### src/rtl/tblac_pipe_if.sv
// Handshake bundle for the truncated binary-antilog pipeline.
// The log sum comes in on one side and the linear product goes out on the other.
interface tblac_pipe_if #(
    parameter int F = 5
) ();
    logic         in_valid;
    logic         in_ready;
    logic         in_zero;
    logic [4:0]   in_k;
    logic [F-1:0] in_f;
    logic         out_valid;
    logic         out_ready;
    logic [31:0]  out_p;

    modport master (
        output in_valid, in_zero, in_k, in_f, out_ready,
        input  in_ready, out_valid, out_p
    );

    modport slave (
        input  in_valid, in_zero, in_k, in_f, out_ready,
        output in_ready, out_valid, out_p
    );
endinterface

### src/rtl/tblac_pipe.sv
// Two-stage truncated binary-antilog converter.
// Rebuilds P = (1.f) * 2^k from a summed log value {k, f}.
module tblac_pipe #(
    parameter int F    = 5,
    parameter int COMP = 1
) (
    input logic         clk,
    input logic         rst_n,
    tblac_pipe_if.slave bus
);
    localparam int W = F + 1 + ((COMP != 0) ? 1 : 0);
    localparam logic signed [5:0] SOFF = 6'(W - 1);

    logic                s1_valid;
    logic                s1_zero;
    logic [W-1:0]        s1_m;
    logic signed [5:0]   s1_s;
    logic                s1_left;
    logic                s2_valid;
    logic [31:0]         s2_p;

    logic                s1_adv;
    logic                s2_adv;
    logic [W-1:0]        m_in;
    logic signed [5:0]   s_in;
    logic [31:0]         m_ext;
    logic [5:0]          s_neg;
    logic [31:0]         p_nxt;

    if (COMP != 0) begin : g_comp
        assign m_in = {1'b1, bus.in_f, 1'b1};
    end else begin : g_nocomp
        assign m_in = {1'b1, bus.in_f};
    end

    assign s_in = $signed({1'b0, bus.in_k}) - SOFF;

    assign s2_adv = !s2_valid || bus.out_ready;
    assign s1_adv = !s1_valid || s2_adv;

    assign bus.in_ready  = s1_adv;
    assign bus.out_valid = s2_valid;
    assign bus.out_p     = s2_p;

    assign m_ext = {{(32 - W){1'b0}}, s1_m};
    assign s_neg = 6'(-s1_s);

    // Shift the mantissa into place; right shifts simply drop low bits.
    always_comb begin
        p_nxt = '0;
        if (s1_zero)
            p_nxt = '0;
        else if (s1_left)
            p_nxt = m_ext << s1_s[4:0];
        else
            p_nxt = m_ext >> s_neg;
    end

    // Stage 1: latch zero flag, mantissa and precomputed shift.
    always_ff @(posedge clk or negedge rst_n) begin
        if (!rst_n) begin
            s1_valid <= 1'b0;
            s1_zero  <= 1'b0;
            s1_m     <= '0;
            s1_s     <= '0;
            s1_left  <= 1'b0;
        end else if (s1_adv) begin
            s1_valid <= bus.in_valid;
            if (bus.in_valid) begin
                s1_zero <= bus.in_zero;
                s1_m    <= m_in;
                s1_s    <= s_in;
                s1_left <= !s_in[5];
            end
        end
    end

    // Stage 2: register the product; holds while downstream stalls.
    always_ff @(posedge clk or negedge rst_n) begin
        if (!rst_n) begin
            s2_valid <= 1'b0;
            s2_p     <= '0;
        end else if (s2_adv) begin
            s2_valid <= s1_valid;
            if (s1_valid)
                s2_p <= p_nxt;
        end
    end
endmodule

### src/flat_wrapper.sv
// flat-port wrapper written by rule: the top's interface ports become plain ports
module tblac_pipe_flat 
#(
    parameter int F    = 5,
    parameter int COMP = 1
)
  (clk, rst_n, bus_in_valid, bus_in_zero, bus_in_k, bus_in_f, bus_out_ready, bus_in_ready, bus_out_valid, bus_out_p);
  tblac_pipe_if #(.F(F)) bus_i ();
  input logic clk;
  input logic rst_n;
  input wire logic [$bits(bus_i.in_valid)-1:0] bus_in_valid;
  input wire logic [$bits(bus_i.in_zero)-1:0] bus_in_zero;
  input wire logic [$bits(bus_i.in_k)-1:0] bus_in_k;
  input wire logic [$bits(bus_i.in_f)-1:0] bus_in_f;
  input wire logic [$bits(bus_i.out_ready)-1:0] bus_out_ready;
  output wire logic [$bits(bus_i.in_ready)-1:0] bus_in_ready;
  output wire logic [$bits(bus_i.out_valid)-1:0] bus_out_valid;
  output wire logic [$bits(bus_i.out_p)-1:0] bus_out_p;
  assign bus_i.in_valid = bus_in_valid;
  assign bus_i.in_zero = bus_in_zero;
  assign bus_i.in_k = bus_in_k;
  assign bus_i.in_f = bus_in_f;
  assign bus_i.out_ready = bus_out_ready;
  assign bus_in_ready = bus_i.in_ready;
  assign bus_out_valid = bus_i.out_valid;
  assign bus_out_p = bus_i.out_p;
  tblac_pipe #(.F(F), .COMP(COMP)) u_core (.clk(clk), .rst_n(rst_n), .bus(bus_i));
endmodule
### config.mk
export PLATFORM = sky130hd
export DESIGN_NAME = tblac_pipe_flat
export DESIGN_NICKNAME = d
export VERILOG_FILES = /design/src/rtl/tblac_pipe_if.sv /design/src/rtl/tblac_pipe.sv /design/src/flat_wrapper.sv
export SDC_FILE = /design/constraint.sdc
export NUM_CORES = 1
export LEC_CHECK = 0
export CORE_AREA = 2 2 76 78
export CTS_BUF_LIST = sky130_fd_sc_hd__clkbuf_8
export DETAILED_ROUTE_END_ITERATION = 7
export DIE_AREA = 0 0 78 80
export PLACE_DENSITY = 0.81
export SLEW_MARGIN = 0
export SYNTH_ARGS = -nofsm -noshare
export SYNTH_HDL_FRONTEND = slang
export SYNTH_SLANG_ARGS = --single-unit
### constraint.sdc
create_clock -name clk -period 3.7 [get_ports clk]
set_input_delay 0.37 -clock clk [delete_from_list [all_inputs] [get_ports clk]]
set_output_delay 0.37 -clock clk [all_outputs]
set_load 0.01 [all_outputs]
### Word level (Yosys, flattened, before mapping)

Cells that the tools add are included.

* memory bits (writable): 0
* bits in read-only memories: 0
* output and inout bits: 34
* word-level logic and storage cells: 20
* register bits: 49
* bits in latches: 0
* memories kept: 0

* div/mod/pow operators: 0
* reduce and logical (&&, ||, !) cells: 7
* bitwise logic cells: 0
* order comparisons: 0
* multiplexer cells: 2
* $add $sub $neg: 2
* shift operators: 2
* equality and inequality tests: 0
* multipliers: 0

Operator list (number)
* $mux 32: 2
* $shl 7x5->32: 1
* $shr 7x6->32: 1
* $neg 6->6: 1
* $sub 5x3->6 const B: 1
* $reduce_and 2->1: 2
* $logic_not 1->1: 3
* $logic_or 1x1->1: 2

### Longest topological paths before layout

* depth after elaboration: 4
* depth in mapped cells: 10
* gate-level depth less buffers: 7

### Least setup slack after synthesis

No wires, ideal clock.

* path type: reg2reg
* start: register u_core.s1_s[1]
* end: register u_core.s2_p[0], in the netlist u_core.bus.out_p[0]
* period minus slack after synthesis: 2.111 ns
* library setup time: 0.121 ns
* required time: 3.579 ns
* setup slack: 1.589 ns
* arrival: 1.990 ns
* cell stages (with the launch flop): 11
* path through: dfrtp_1 > buf_4 > buf_2 > inv_1 > ha_1 > buf_2 > mux2_2 > a21oi_1 > nand2b_1 > a211oi_1 > a2bb2oi_1

* longest elaborated chain between the ends: 4

RTL lines
* start: declaration: line tblac_pipe.sv:17 `logic signed [5:0] s1_s;`
* start signal: assignment: line tblac_pipe.sv:72 `s1_s <= s_in;`
* $neg 6->6: line tblac_pipe.sv:46 `assign s_neg = 6'(-s1_s);`
* $shr 7x6->32: line tblac_pipe.sv:56 `p_nxt = m_ext >> s_neg;`
* $mux 32 *: line tblac_pipe.sv:53 `else if (s1_left)`
* $mux 32 *: line tblac_pipe.sv:51 `if (s1_zero)`
* end signal: assignment: line tblac_pipe.sv:86 `s2_p <= p_nxt;`
* end: declaration: line tblac_pipe.sv:20 `logic [31:0] s2_p;`

Mark *: on every way between the ends. The rest lies on a longest branch, timed or not.
A chain may end at the register's enable or synchronous reset.

### Worst setup path after layout

* start: register u_core.s1_s[0]
* end: register u_core.s2_p[0], in the netlist u_core.bus.out_p[0]

The elaborated chain is that of the path after synthesis.

==> results.toml <==
[run_status]
status = "finished, final reports clean"

[synthesis]
synth-edff-count = 0
async_flop_share = 1.000
syn_area_per_cell_um2 = 10.07
synthSimpleGateAreaFrac = 0.1653
synth_compound_area_frac = 0.1968
syn_nets = 281
synth_xor_area_frac = 0.01977
synth-adder-area-share = 0.009416
ys_seq_area_frac = 0.4520
synth_area_um2 = 2658
synth_ff_type = "dfrtp_1"
yosys-mux-area-fraction = 0.1125
ys_types = 58
ys_seq_elements = 48
synthCells = 264
synth_top_family_by_area = "compound AO/OA/AOI/OAI gates"
yosys_warnings = 0

[route]
first_iter_violations = 227
drt_pass1_iterations = 4
wl_per_cell_um = 16.45
ant_nets = 0
vias = 2224
drc_errors = 0
viasPerCell = 5.853
drt-total-wl_um = 6250

[pwr]
powerDensity_nw_per_um2 = 466.2
leakagePower_nw = 1.382
total_power_mw = 1.520
peakVddDrop_mv = 0.2086

[worst_setup_path]
slowest_stage = "ha_1"
crit_chain = "clkinv_1, ha_1, mux2_2, a21oi_1, nand2b_1, a211oi_1, a2bb2oi_1"
critPathMaxStageDelay_ps = 620
r2r_start = "u_core.s1_s[0]"
critPathLaunchType = "register"
end_kind = "register"
cp_max_fo = 10
r2r_cells = 7
r2r-end = "u_core.bus.out_p[0]"
critPathKind = "register to register"
worstPathArrival_ps = 2510
critPathBufInv = 1
crit_family = "adder cells"
cp.required_ps = 3940
reg2reg_slack_ps = 1430

[final_layout]
finish.utilization = 0.6030
finalNetCount = 324
multi_input_area_um2 = 1339
antenna_cells = 0
fillers = 469
final_common_cell = "dfrtp_1"
syn2layout_area_growth_pct = 22.65
mostFrequentLayoutCells = "48 x dfrtp_1, 47 x clkdlybuf4s50_1, 29 x nand2_1"
drive_above_1_share = 0.1136
seqCellArea_um2 = 1201

[sta]
layout_worst_path_cycle_share = 0.6132
slew_headroom = 0.3280
max_freq_mhz = 440.7
tightest_slew_ps = 1008
setup_tns_ps = 0
fin_ws_ps = 1431
rsz0062_at_grt = "no"
holdWs_ps = 228.6
finalHoldViolations = 0
finalClockSkew_ps = 9.664
slew_viol_final = 0
setup_viol = 0
min_period_ps = 2269

[grt]
grt_use_total = 0.2192
grt_pass1_vias = 2193
antenna_found_initial = 0
grt.overflow.total = 0
grt_pass1_wl_um = 10840
grt_max_degree = 49

[clock_tree]
cts_tree = "done"
postCtsResizedCells = 0
clock-sinks = 48
htreeDepth = 2
cts_setup_buffers = 0
clock_path_buffers = 2
clk_latency_ps = 310
root_buffer = "clkbuf_8"
holdBufCountCts = 0
clkSlewWorstSetupHoldPaths_ps = 90
numCtsBuffers = 5

[die]
rows = 27
die_h_um = 80
die-area_um2 = 6240
num_io_pins = 49
die-width_um = 78
start_util = 0.4917
coreArea_um2 = 5405

[placed_design]
globalplace.congestion = 0.9097
dp_slack_ps = 1203
portBuffers = 48
hpwl_um = 4629

[job]
max_cap_violations = 0

[min_path]
hold_path.class = "input port to async pin"
-- how the worst max path moves through the flow --
| stage | start | end | slack (ps) | cells past startpoint |
|---|---|---|---|---|
| floorplan | u_core.s1_s[1] | u_core.bus.out_p[0] | 1590 | 10 |
| global placement | bus_out_ready | u_core.bus.out_p[16] | 1310 | 6 |
| detailed placement | bus_out_ready | u_core.bus.out_p[16] | 1200 | 6 |
| CTS | u_core.s1_s[0] | u_core.bus.out_p[0] | 1430 | 7 |
| global route | bus_out_ready | u_core.bus.out_p[15] | 1260 | 6 |
| finish | u_core.s1_s[0] | u_core.bus.out_p[0] | 1430 | 7 |
-- layer usage --
metal	wire length (um)	part of all wire	vias up	track usage
li1	-	-	1059	-
met5	0	0	-	0
met2	2964	0.47	95	0.3483
met3	334	0.053	17	0.04072
met4	165	0.026	0	0.08246
met1	2786	0.45	1053	0.2995
-- power by group --
part / total (mW) / switching, mW / internal (mW) / leakage [nW]
Sequential: 0.665 / 0.0797 / 0.585 / 0.622
Combinational: 0.523 / 0.277 / 0.247 / 0.716
Clock: 0.331 / 0.180 / 0.151 / 0.0434
Total: 1.52 / 0.536 / 0.983 / 1.38
-- area by class of cell --
| class | count | share of cell area |
|---|---|---|
| inverters | 7 | 0.008061 |
| repair buffers | 52 | 0.1551 |
| flip-flops and latches | 48 | 0.3685 |
| clock buffers | 6 | 0.02534 |
| clock inverters | 2 | 0.004607 |
| multi-input cells | 193 | 0.4107 |
| well taps | 72 | 0.02764 |
-- worst reg2reg max path: cells and delay by family, from the launching register on --
kind	cells	cell delay, ps
multiplexers	1	240
AO/OA/AOI/OAI	3	620
flip-flops	1	350
buffers and inverters	1	220
AND/OR/NAND/NOR	1	160
adder cells (fa/ha/maj)	1	620
-- cells by family (layout without fill, tap and decap cells) --
| kind of cell | Yosys count | count (layout) |
|---|---|---|
| AO/OA/AOI/OAI | 74 | 74 |
| XOR/XNOR | 6 | 6 |
| adder cells (fa/ha/maj) | 2 | 2 |
| buffers and inverters | 23 | 67 |
| flip-flops | 48 | 48 |
| multiplexers | 27 | 27 |
| AND/OR/NAND/NOR | 84 | 84 |
-- cells in the mapped netlist (all sizes together) (3+ instances only) --
cell type	number	share of area
mux2i	13	0.049
nand2	29	0.041
nor3	5	0.014
o31ai	3	0.010
nand2b	9	0.022
a21oi	10	0.019
nor2	11	0.016
buf	12	0.029
o221ai	3	0.012
a2bb2oi	4	0.013
nand4	4	0.0094
o22ai	4	0.0094
clkbuf	4	0.0056
dfrtp	48	0.45
o21ai	20	0.038
mux2	13	0.055
or3	4	0.011
a22o	12	0.040
and3	3	0.0071
nand3	6	0.011
nand3b	3	0.0085
a211oi	3	0.0085
xor2	4	0.013
inv	6	0.0085
-- registers in the layout, summed over array words and instances (netlist names) --
register,flops
u_core.bus.out_valid,1
u_core.s1_valid,1
u_core.s1_m,6
u_core.bus.out_p,32
u_core.s1_s,6
u_core.s1_zero,1
u_core.s1_left,1
-- per-stage QoR --
step | instances | area [um2]
after detailed placement | 372 | 3162
after global routing | 380 | 3259
after CTS | 380 | 3259
after floorplan | 264 | 2658
after global placement | 372 | 3162
final | 380 | 3259
Power figures use the tool's default switching activity.
